`config.mk`:
```
export PLATFORM = sky130hd
export DESIGN_NAME = mx_commutator_reg_flat
export DESIGN_NICKNAME = d
export VERILOG_FILES = /design/src/rtl/mx_commutator_reg_if.sv /design/src/rtl/mx_commutator_reg.sv /design/src/flat_wrapper.sv
export SDC_FILE = /design/constraint.sdc
export NUM_CORES = 1
export LEC_CHECK = 0
export BUFFER_PORTS_ARGS = -buffer_cell sky130_fd_sc_hd__buf_2
export CAP_MARGIN = 20
export CORE_ASPECT_RATIO = 1.75
export CORE_MARGIN = 1
export CORE_UTILIZATION = 55
export DETAILED_ROUTE_END_ITERATION = 10
export PLACE_DENSITY = 0.79
export SLEW_MARGIN = 20
export SYNTH_ARGS = -nofsm -noshare
export SYNTH_HDL_FRONTEND = slang
export SYNTH_SLANG_ARGS = --single-unit
```
`constraint.sdc`:
```
create_clock -name clk -period 1.46 [get_ports clk]
set_input_delay 0.219 -clock clk [delete_from_list [all_inputs] [get_ports clk]]
set_output_delay 0.219 -clock clk [all_outputs]
set_load 0.02 [all_outputs]
```
`src/rtl/mx_commutator_reg_if.sv`:
```
// Bus bundle for mx_commutator_reg: raw bit beat, select configuration and lane outputs.
// The master side drives beats and configuration; the slave side is the commutator.
interface mx_commutator_reg_if #(
    parameter int N_IN  = 8,
    parameter int N_OUT = 3,
    parameter int SEL_W = $clog2(N_IN),
    parameter int IDX_W = (N_OUT > 1) ? $clog2(N_OUT) : 1
);
    logic [N_IN-1:0]  d;
    logic             d_valid;
    logic             rot_en;
    logic             cfg_wr;
    logic [IDX_W-1:0] cfg_idx;
    logic [SEL_W-1:0] cfg_sel;
    logic             cfg_commit;
    logic             cfg_busy;
    logic [N_OUT-1:0] out;
    logic             out_valid;
    logic             err;

    modport master (
        output d, d_valid, rot_en, cfg_wr, cfg_idx, cfg_sel, cfg_commit,
        input  cfg_busy, out, out_valid, err
    );

    modport slave (
        input  d, d_valid, rot_en, cfg_wr, cfg_idx, cfg_sel, cfg_commit,
        output cfg_busy, out, out_valid, err
    );
endinterface

```
`src/rtl/mx_commutator_reg.sv`:
```
// Registered N_IN-to-N_OUT bit commutator with shadow select bank swapped in at stream gaps
// and an optional per-beat auto-rotate of the active selects.
module mx_commutator_reg #(
    parameter int N_IN  = 8,
    parameter int N_OUT = 3,
    parameter int SEL_W = $clog2(N_IN),
    parameter int IDX_W = (N_OUT > 1) ? $clog2(N_OUT) : 1
) (
    input  logic                      clk,
    input  logic                      rst,
    mx_commutator_reg_if.slave        bus
);
    localparam int unsigned NI = N_IN;
    localparam int unsigned NO = N_OUT;
    localparam logic [SEL_W-1:0] SEL_MAX = SEL_W'(N_IN - 1);

    typedef enum logic {IDLE, PEND} state_t;

    state_t           state, state_nxt;
    logic [SEL_W-1:0] active [N_OUT];
    logic [SEL_W-1:0] shadow [N_OUT];
    logic [N_OUT-1:0] out_q;
    logic             out_valid_q;
    logic             err_q;

    logic wr_acc, wr_ok, swap, rot;

    always_comb begin
        wr_acc = bus.cfg_wr && (state == IDLE);
        wr_ok  = (32'(bus.cfg_sel) < NI) && (32'(bus.cfg_idx) < NO);
        swap   = (state == PEND) && !bus.d_valid;
        rot    = bus.d_valid && bus.rot_en;
    end

    always_ff @(posedge clk or posedge rst) begin
        if (rst) state <= IDLE;
        else     state <= state_nxt;
    end

    always_comb begin
        state_nxt = state;
        case (state)
            IDLE:    if (bus.cfg_commit) state_nxt = PEND;
            PEND:    if (!bus.d_valid)   state_nxt = IDLE;
            default: state_nxt = IDLE;
        endcase
    end

    // Swap needs a gap and rotate needs a beat, so the two branches are exclusive.
    always_ff @(posedge clk or posedge rst) begin
        if (rst) begin
            for (int unsigned k = 0; k < NO; k++) begin
                active[k] <= SEL_W'(k % NI);
                shadow[k] <= SEL_W'(k % NI);
            end
        end else begin
            for (int unsigned k = 0; k < NO; k++) begin
                if (wr_acc && wr_ok && (32'(bus.cfg_idx) == k))
                    shadow[k] <= bus.cfg_sel;
                if (swap)
                    active[k] <= shadow[k];
                else if (rot)
                    active[k] <= (active[k] == SEL_MAX) ? '0 : active[k] + 1'b1;
            end
        end
    end

    always_ff @(posedge clk or posedge rst) begin
        if (rst) begin
            out_q       <= '0;
            out_valid_q <= 1'b0;
            err_q       <= 1'b0;
        end else begin
            out_valid_q <= bus.d_valid;
            if (bus.d_valid) begin
                for (int unsigned k = 0; k < NO; k++)
                    out_q[k] <= bus.d[active[k]];
            end
            if (wr_acc && !wr_ok)
                err_q <= 1'b1;
        end
    end

    assign bus.out       = out_q;
    assign bus.out_valid = out_valid_q;
    assign bus.err       = err_q;
    assign bus.cfg_busy  = (state == PEND);
endmodule
```
`src/flat_wrapper.sv`:
```
// flat-port wrapper written by rule: the top's interface ports become plain ports
module mx_commutator_reg_flat 
#(
    parameter int N_IN  = 8,
    parameter int N_OUT = 3,
    parameter int SEL_W = $clog2(N_IN),
    parameter int IDX_W = (N_OUT > 1) ? $clog2(N_OUT) : 1
)
  (clk, rst, bus_d, bus_d_valid, bus_rot_en, bus_cfg_wr, bus_cfg_idx, bus_cfg_sel, bus_cfg_commit, bus_cfg_busy, bus_out, bus_out_valid, bus_err);
  mx_commutator_reg_if #(.N_IN(N_IN), .N_OUT(N_OUT), .SEL_W(SEL_W), .IDX_W(IDX_W)) bus_i ();
  input  logic clk;
  input  logic rst;
  input wire logic [$bits(bus_i.d)-1:0] bus_d;
  input wire logic [$bits(bus_i.d_valid)-1:0] bus_d_valid;
  input wire logic [$bits(bus_i.rot_en)-1:0] bus_rot_en;
  input wire logic [$bits(bus_i.cfg_wr)-1:0] bus_cfg_wr;
  input wire logic [$bits(bus_i.cfg_idx)-1:0] bus_cfg_idx;
  input wire logic [$bits(bus_i.cfg_sel)-1:0] bus_cfg_sel;
  input wire logic [$bits(bus_i.cfg_commit)-1:0] bus_cfg_commit;
  output wire logic [$bits(bus_i.cfg_busy)-1:0] bus_cfg_busy;
  output wire logic [$bits(bus_i.out)-1:0] bus_out;
  output wire logic [$bits(bus_i.out_valid)-1:0] bus_out_valid;
  output wire logic [$bits(bus_i.err)-1:0] bus_err;
  assign bus_i.d = bus_d;
  assign bus_i.d_valid = bus_d_valid;
  assign bus_i.rot_en = bus_rot_en;
  assign bus_i.cfg_wr = bus_cfg_wr;
  assign bus_i.cfg_idx = bus_cfg_idx;
  assign bus_i.cfg_sel = bus_cfg_sel;
  assign bus_i.cfg_commit = bus_cfg_commit;
  assign bus_cfg_busy = bus_i.cfg_busy;
  assign bus_out = bus_i.out;
  assign bus_out_valid = bus_i.out_valid;
  assign bus_err = bus_i.err;
  mx_commutator_reg #(.N_IN(N_IN), .N_OUT(N_OUT), .SEL_W(SEL_W), .IDX_W(IDX_W)) u_core (.clk(clk), .rst(rst), .bus(bus_i));
endmodule
```
# Word-level counts from Yosys, hierarchy flattened

Index checks and enable logic that the tools add are counted.

Logic and storage cells: 53
Memory bits (writable): 0
Bits in read-only memories: 0
Bits in latches: 0
Memories kept: 0
Bits in registers: 24
Output and inout bits: 6
Input port bits: 19

Magnitude comparators: 4
Equality and inequality tests: 5
Muxes and demuxes: 18
Multiply operators: 0
Shifts and indexed selects: 0
$add $sub $neg: 3
Div/mod/pow operators: 0
Reduce and logical (&&, ||, !) cells: 12
Bitwise operators: 1

Operators by type and width:

| kind                                                                         | number |
|---|---|
| 3-bit two-way mux                                                            | 9 |
| 3-bit by 4-bit less-than comparator with 1-bit output, second input constant | 3 |
| 3-bit by 1-bit adder with 3-bit output, second input constant                | 3 |
| 1-bit binary-select mux with 3-bit select                                    | 3 |
| 3-bit == test, second input constant                                         | 3 |
| 1-bit logical AND                                                            | 8 |
| 1-bit two-way mux                                                            | 5 |
| 2-bit by 1-bit == test with 1-bit output, second input constant              | 1 |
| 2-bit == test, second input constant                                         | 1 |
| 1-bit zero test                                                              | 2 |
| 2-bit zero test                                                              | 1 |
| 2-bit less-than comparator, second input constant                            | 1 |
| 1-bit one-hot mux with 2 select lines                                        | 1 |
| 2-bit nonzero test                                                           | 1 |
| 1-bit inverter                                                               | 1 |

# Logic depth before layout (Yosys ltp)

Depth after elaboration: 4
Depth in mapped cells: 5
Depth with buffers taken out: 5

# Worst setup path after synthesis

Ideal clock, no wire load.

Kind: flip-flop to flip-flop
Start point: register u_core.state (netlist: u_core.bus.cfg_busy)
End point: register u_core.shadow[6] in the netlist's numbering
Buffers on the path: 0
Data required time: 1.335 ns
Path slack: 0.100 ns
Period minus slack after synthesis: 1.360 ns
Data arrival time: 1.235 ns
Stages on the path, launching flop included: 3
Setup time: 0.125 ns
Path through: dfrtp_1 > nor4b_2 > mux2_2

Longest elaborated chain between the ends: 4

RTL lines:

| element                         | RTL line                | source |
|---|---|---|
| from (decl)                     | mx_commutator_reg.sv:19 | `state_t state, state_nxt;` |
| from (signal assigned)          | mx_commutator_reg.sv:37 | `else state <= state_nxt;` |
| 1-bit inverter                  | mx_commutator_reg.sv:29 | `wr_acc = bus.cfg_wr && (state == IDLE);` |
| 1-bit logical AND               | mx_commutator_reg.sv:29 |  |
| 1-bit logical AND (2 in series) | mx_commutator_reg.sv:58 | `if (wr_acc && wr_ok && (32'(bus.cfg_idx) == k))` |
| to (signal, indexed assignment) | mx_commutator_reg.sv:54 | `shadow[k] <= SEL_W'(k % NI);` |
| to (signal, indexed assignment) | mx_commutator_reg.sv:59 | `shadow[k] <= bus.cfg_sel;` |
| to (decl)                       | mx_commutator_reg.sv:21 | `logic [SEL_W-1:0] shadow [N_OUT];` |

No other way between the ends.
A chain may end at the register's enable or synchronous reset.

# Worst setup path in the final report

Start point: register u_core.active[3] in the netlist's numbering
End point: register u_core.out_q[1] (netlist: u_core.bus.out[1])

Longest elaborated chain between the ends: 2

RTL lines:

| element                                   | RTL line                | source |
|---|---|---|
| from (decl)                               | mx_commutator_reg.sv:20 | `logic [SEL_W-1:0] active [N_OUT];` |
| from (signal, indexed assignment)         | mx_commutator_reg.sv:53 | `active[k] <= SEL_W'(k % NI);` |
| from (signal, indexed assignment)         | mx_commutator_reg.sv:61 | `active[k] <= shadow[k];` |
| from (signal, indexed assignment)         | mx_commutator_reg.sv:63 | `active[k] <= (active[k] == SEL_MAX) ? '0 : active[k] + 1'b1;` |
| 1-bit binary-select mux with 3-bit select | mx_commutator_reg.sv:77 | `out_q[k] <= bus.d[active[k]];` |
| 1-bit two-way mux (implied by the code)   | mx_commutator_reg.sv:77 |  |
| to (signal, indexed assignment)           | mx_commutator_reg.sv:77 |  |
| to (decl)                                 | mx_commutator_reg.sv:22 | `logic [N_OUT-1:0] out_q;` |

No other way between the ends. The select of a mux whose other input is x is not followed.

==> results.md <==
- H-tree lvl count: 1
- Via/cell ratio: 5.92
- Worst Hold Depth: 2
- Register area share after synthesis: 42.9%
- Worst Tran Pin Value: 412 ps
- First-pass GRT wire length: 4120 um
- Final wirelength: 2540 um
- PwrDens: 1350 mW/mm^2
- Worst VDD drop: 0.000791 V
- Clock Sinks: 24
- FILL cells: 197
- Synth area leader: dfrtp_1
- Min-delay worst type: in -> reg
- FF-to-FF setup slack: 40 ps
- Vias in the first global route: 903
- CTS tree: yes
- Yosys warns: 0
- Max_slew headroom: 72.6%
- Final Slew Violations: 0
- # rows: 24
- Final Cycle Share: 97.4%
- Chip Width: 40.3 um
- Reg2reg start: u_core.active[3]$_DFFE_PP1P_
- Crit-path slowest cell: dfstp_2
- Mapped Area: 0.00141 mm^2
- Critical path origin: u_core.active[3]$_DFFE_PP1P_
- Top cells by area, synth: dfrtp_1 35%, mux2i_1 16%, mux2_2 8.0%, dfstp_2 7.4%, ha_1 5.3%
- #FFs+latches synth: 24
- Synth top area share: 35.5%
- Diodes inserted: 0
- Cells along the critical path: mux2i_1, mux4_2, mux2i_1
- Global route overflow: 0
- Reg clk slew, reported paths: 80 ps
- Layout area overhead: 13.5%
- Mapped Avg Cell Area: 12.3 um^2
- Global-route usage over all layers: 20.5%
- Pre-CTS WS: 41.0 ps
- Final min period: 1420 ps
- Slowest Stage Delay on Critical Path: 640 ps
- Setup ws final: 37.7 ps
- Post-synth EDFFs: 0
- FF-to-FF End: u_core.bus.out[1]$_DFFE_PP0P_
- Async S/R FF share, synth: 100%
- Setup Fix Bufs, Post-CTS: 0
- WP data arrival: 1600 ps
- PortBufs: 24
- Main flop type after synthesis: dfrtp_1
- Crit. End Element: flip-flop
- Critical path fanouts, max: 8
- Residual DRC count: 0
- Final Setup Violations: 0
- RSZ-0062 raised after global routing: true
- Initial antenna violation count: 0
- Synth unique cells: 22
- Outcome: finished, final reports clean
- Most used cell, CP: mux2i_1
- Endpoints failing hold: 0
- WS Path Type: reg -> reg
- Wire per inst: 15.5 um
- Core Footprint: 0.00246 mm^2
- Fmax: 703 MHz
- Max Root-Sink Buffers: 2
- Via Count: 971
- Hold Path Origin: bus_cfg_commit
- Fin util: 65.0%
- Syn Inst Count: 115
- Io pins: 25
- Synthesized net count: 140
- First-pass DRT Iterations: 3
- Die Footprint: 0.00278 mm^2
- Starting density of the core: 57.3%
- Total CTS buffers: 3
- DR iter-0 viols: 13
- Worst Hold Path EP: u_core.bus.cfg_busy$_DFF_PP0_
- Die height: 69.0 um
- Post-route ant nets: 0
- Req. time, crit path: 1640 ps
- Share of cells above drive strength 1: 37.0%
- Most frequent cells after synthesis: 23 x mux2i_1, 20 x dfrtp_1, 10 x mux2_2
- Reg2reg path depth: 3
- Nets@finish: 164
- Gp weighted congestion: 0.661
- Largest net degree at the start of global routing: 25
- Most common cell in the netlist: mux2i_1
- Clock latency on the worst-skew pair: 260 ps
- Max_cap viols: 0
- Setup Skew: 5.37 ps
- Leak Pwr: 0.000750 uW
- Clock root buffer: clkbuf_8
- CP Launch Type: flip-flop
worst max-delay path, delay by kind of cell (launching register included):
family / cells / cell delay [ps]
flops: 1 / 640
mux: 3 / 700
power by group:
| group | switching, uW | total [uW] | internal (uW) |
|---|---|---|---|
| clock network | 196 | 436 | 240 |
| logic | 305 | 690 | 385 |
| registers | 180 | 1040 | 864 |
kinds of logic (layout without fill, tap and decap cells):
logic type / after synthesis / count (layout) / synth area share, %
AO/OA/AOI/OAI: 19 / 19 / 8.78
adder cells (fa/ha/maj): 6 / 6 / 5.32
buffers and inverters: 13 / 36 / 5.32
flip-flops: 24 / 24 / 42.9
multiplexers: 36 / 36 / 29.1
AND/OR/NAND/NOR: 17 / 17 / 8.60
what timing repair did:
item	4_1_cts	5_1_grt
resized for setup	0	3
hold endpoints to repair	20	0
endpoints found under the setup margin	0	6
hold buffers	1	0
layout make-up:
class                           instances  area [um^2]  area share, %
Sequential cell                        24          607           37.9
Multi-Input combinational cell         78          739           46.2
Timing Repair Buffer                   27          149           9.30
Tap cell                               26         32.5           2.03
Inverter                                5         18.8           1.17
Clock buffer                            4         55.1           3.44
per-stage QoR:
step | TNS [ps] | hold WS, ps | std cells | cell area [um^2] | total power (uW)
2_1_floorplan | 0 | 231 | 115 | 1410 | 1580
5_1_grt | -41.6 | 207 | 164 | 1600 | 2350
3_3_place_gp | 0 | 269 | 159 | 1520 | 1700
3_5_place_dp | 0 | 275 | 159 | 1520 | 1740
6_report | 0 | 190 | 164 | 1600 | 2170
4_1_cts | 0 | 189 | 164 | 1590 | 2190
sequential cells by signal, indices dropped and copies added (netlist names):
signal / flops
u_core.bus.cfg_busy: 1
u_core.active: 9
u_core.bus.out: 3
u_core.bus.out_valid: 1
u_core.bus.err: 1
u_core.shadow: 9
placed cells by master (no fill, tap or decap):
cell type	n
dfrtp_1	19
dfrtp_2	1
dlygate4sd3_1	1
inv_1	5
buf_4	1
mux2_2	10
dfstp_2	4
and4bb_2	2
a41o_1	1
nand3b_1	1
a31oi_1	1
buf_2	24
nor2_1	3
a21oi_1	8
ha_1	6
nor4b_4	1
mux2i_1	23
nor2b_1	9
nand2b_1	1
buf_6	1
a211oi_1	9
clkbuf_8	4
mux4_2	3
how the worst max path moves through the flow:
stage	endpoint	slack, ps	depth (start not counted)
6_report	u_core.bus.out[1]$_DFFE_PP0P_	40	3
5_1_grt	u_core.bus.out[1]$_DFFE_PP0P_	-30	3
4_1_cts	u_core.bus.out[1]$_DFFE_PP0P_	20	3
3_5_place_dp	u_core.bus.out[1]$_DFFE_PP0P_	40	3
3_3_place_gp	u_core.bus.out[1]$_DFFE_PP0P_	110	3
2_1_floorplan	u_core.shadow[6]$_DFFE_PP0P_	100	2
layer usage:
metal	GRT usage (%)	vias to the layer above	routed length, um
li1	-	466	-
met1	26.7	481	1050
met2	34.1	22	1390
met3	1.93	2	72
met4	6.67	0	25
met5	0	-	0
(Power assumes the default switching activity.)
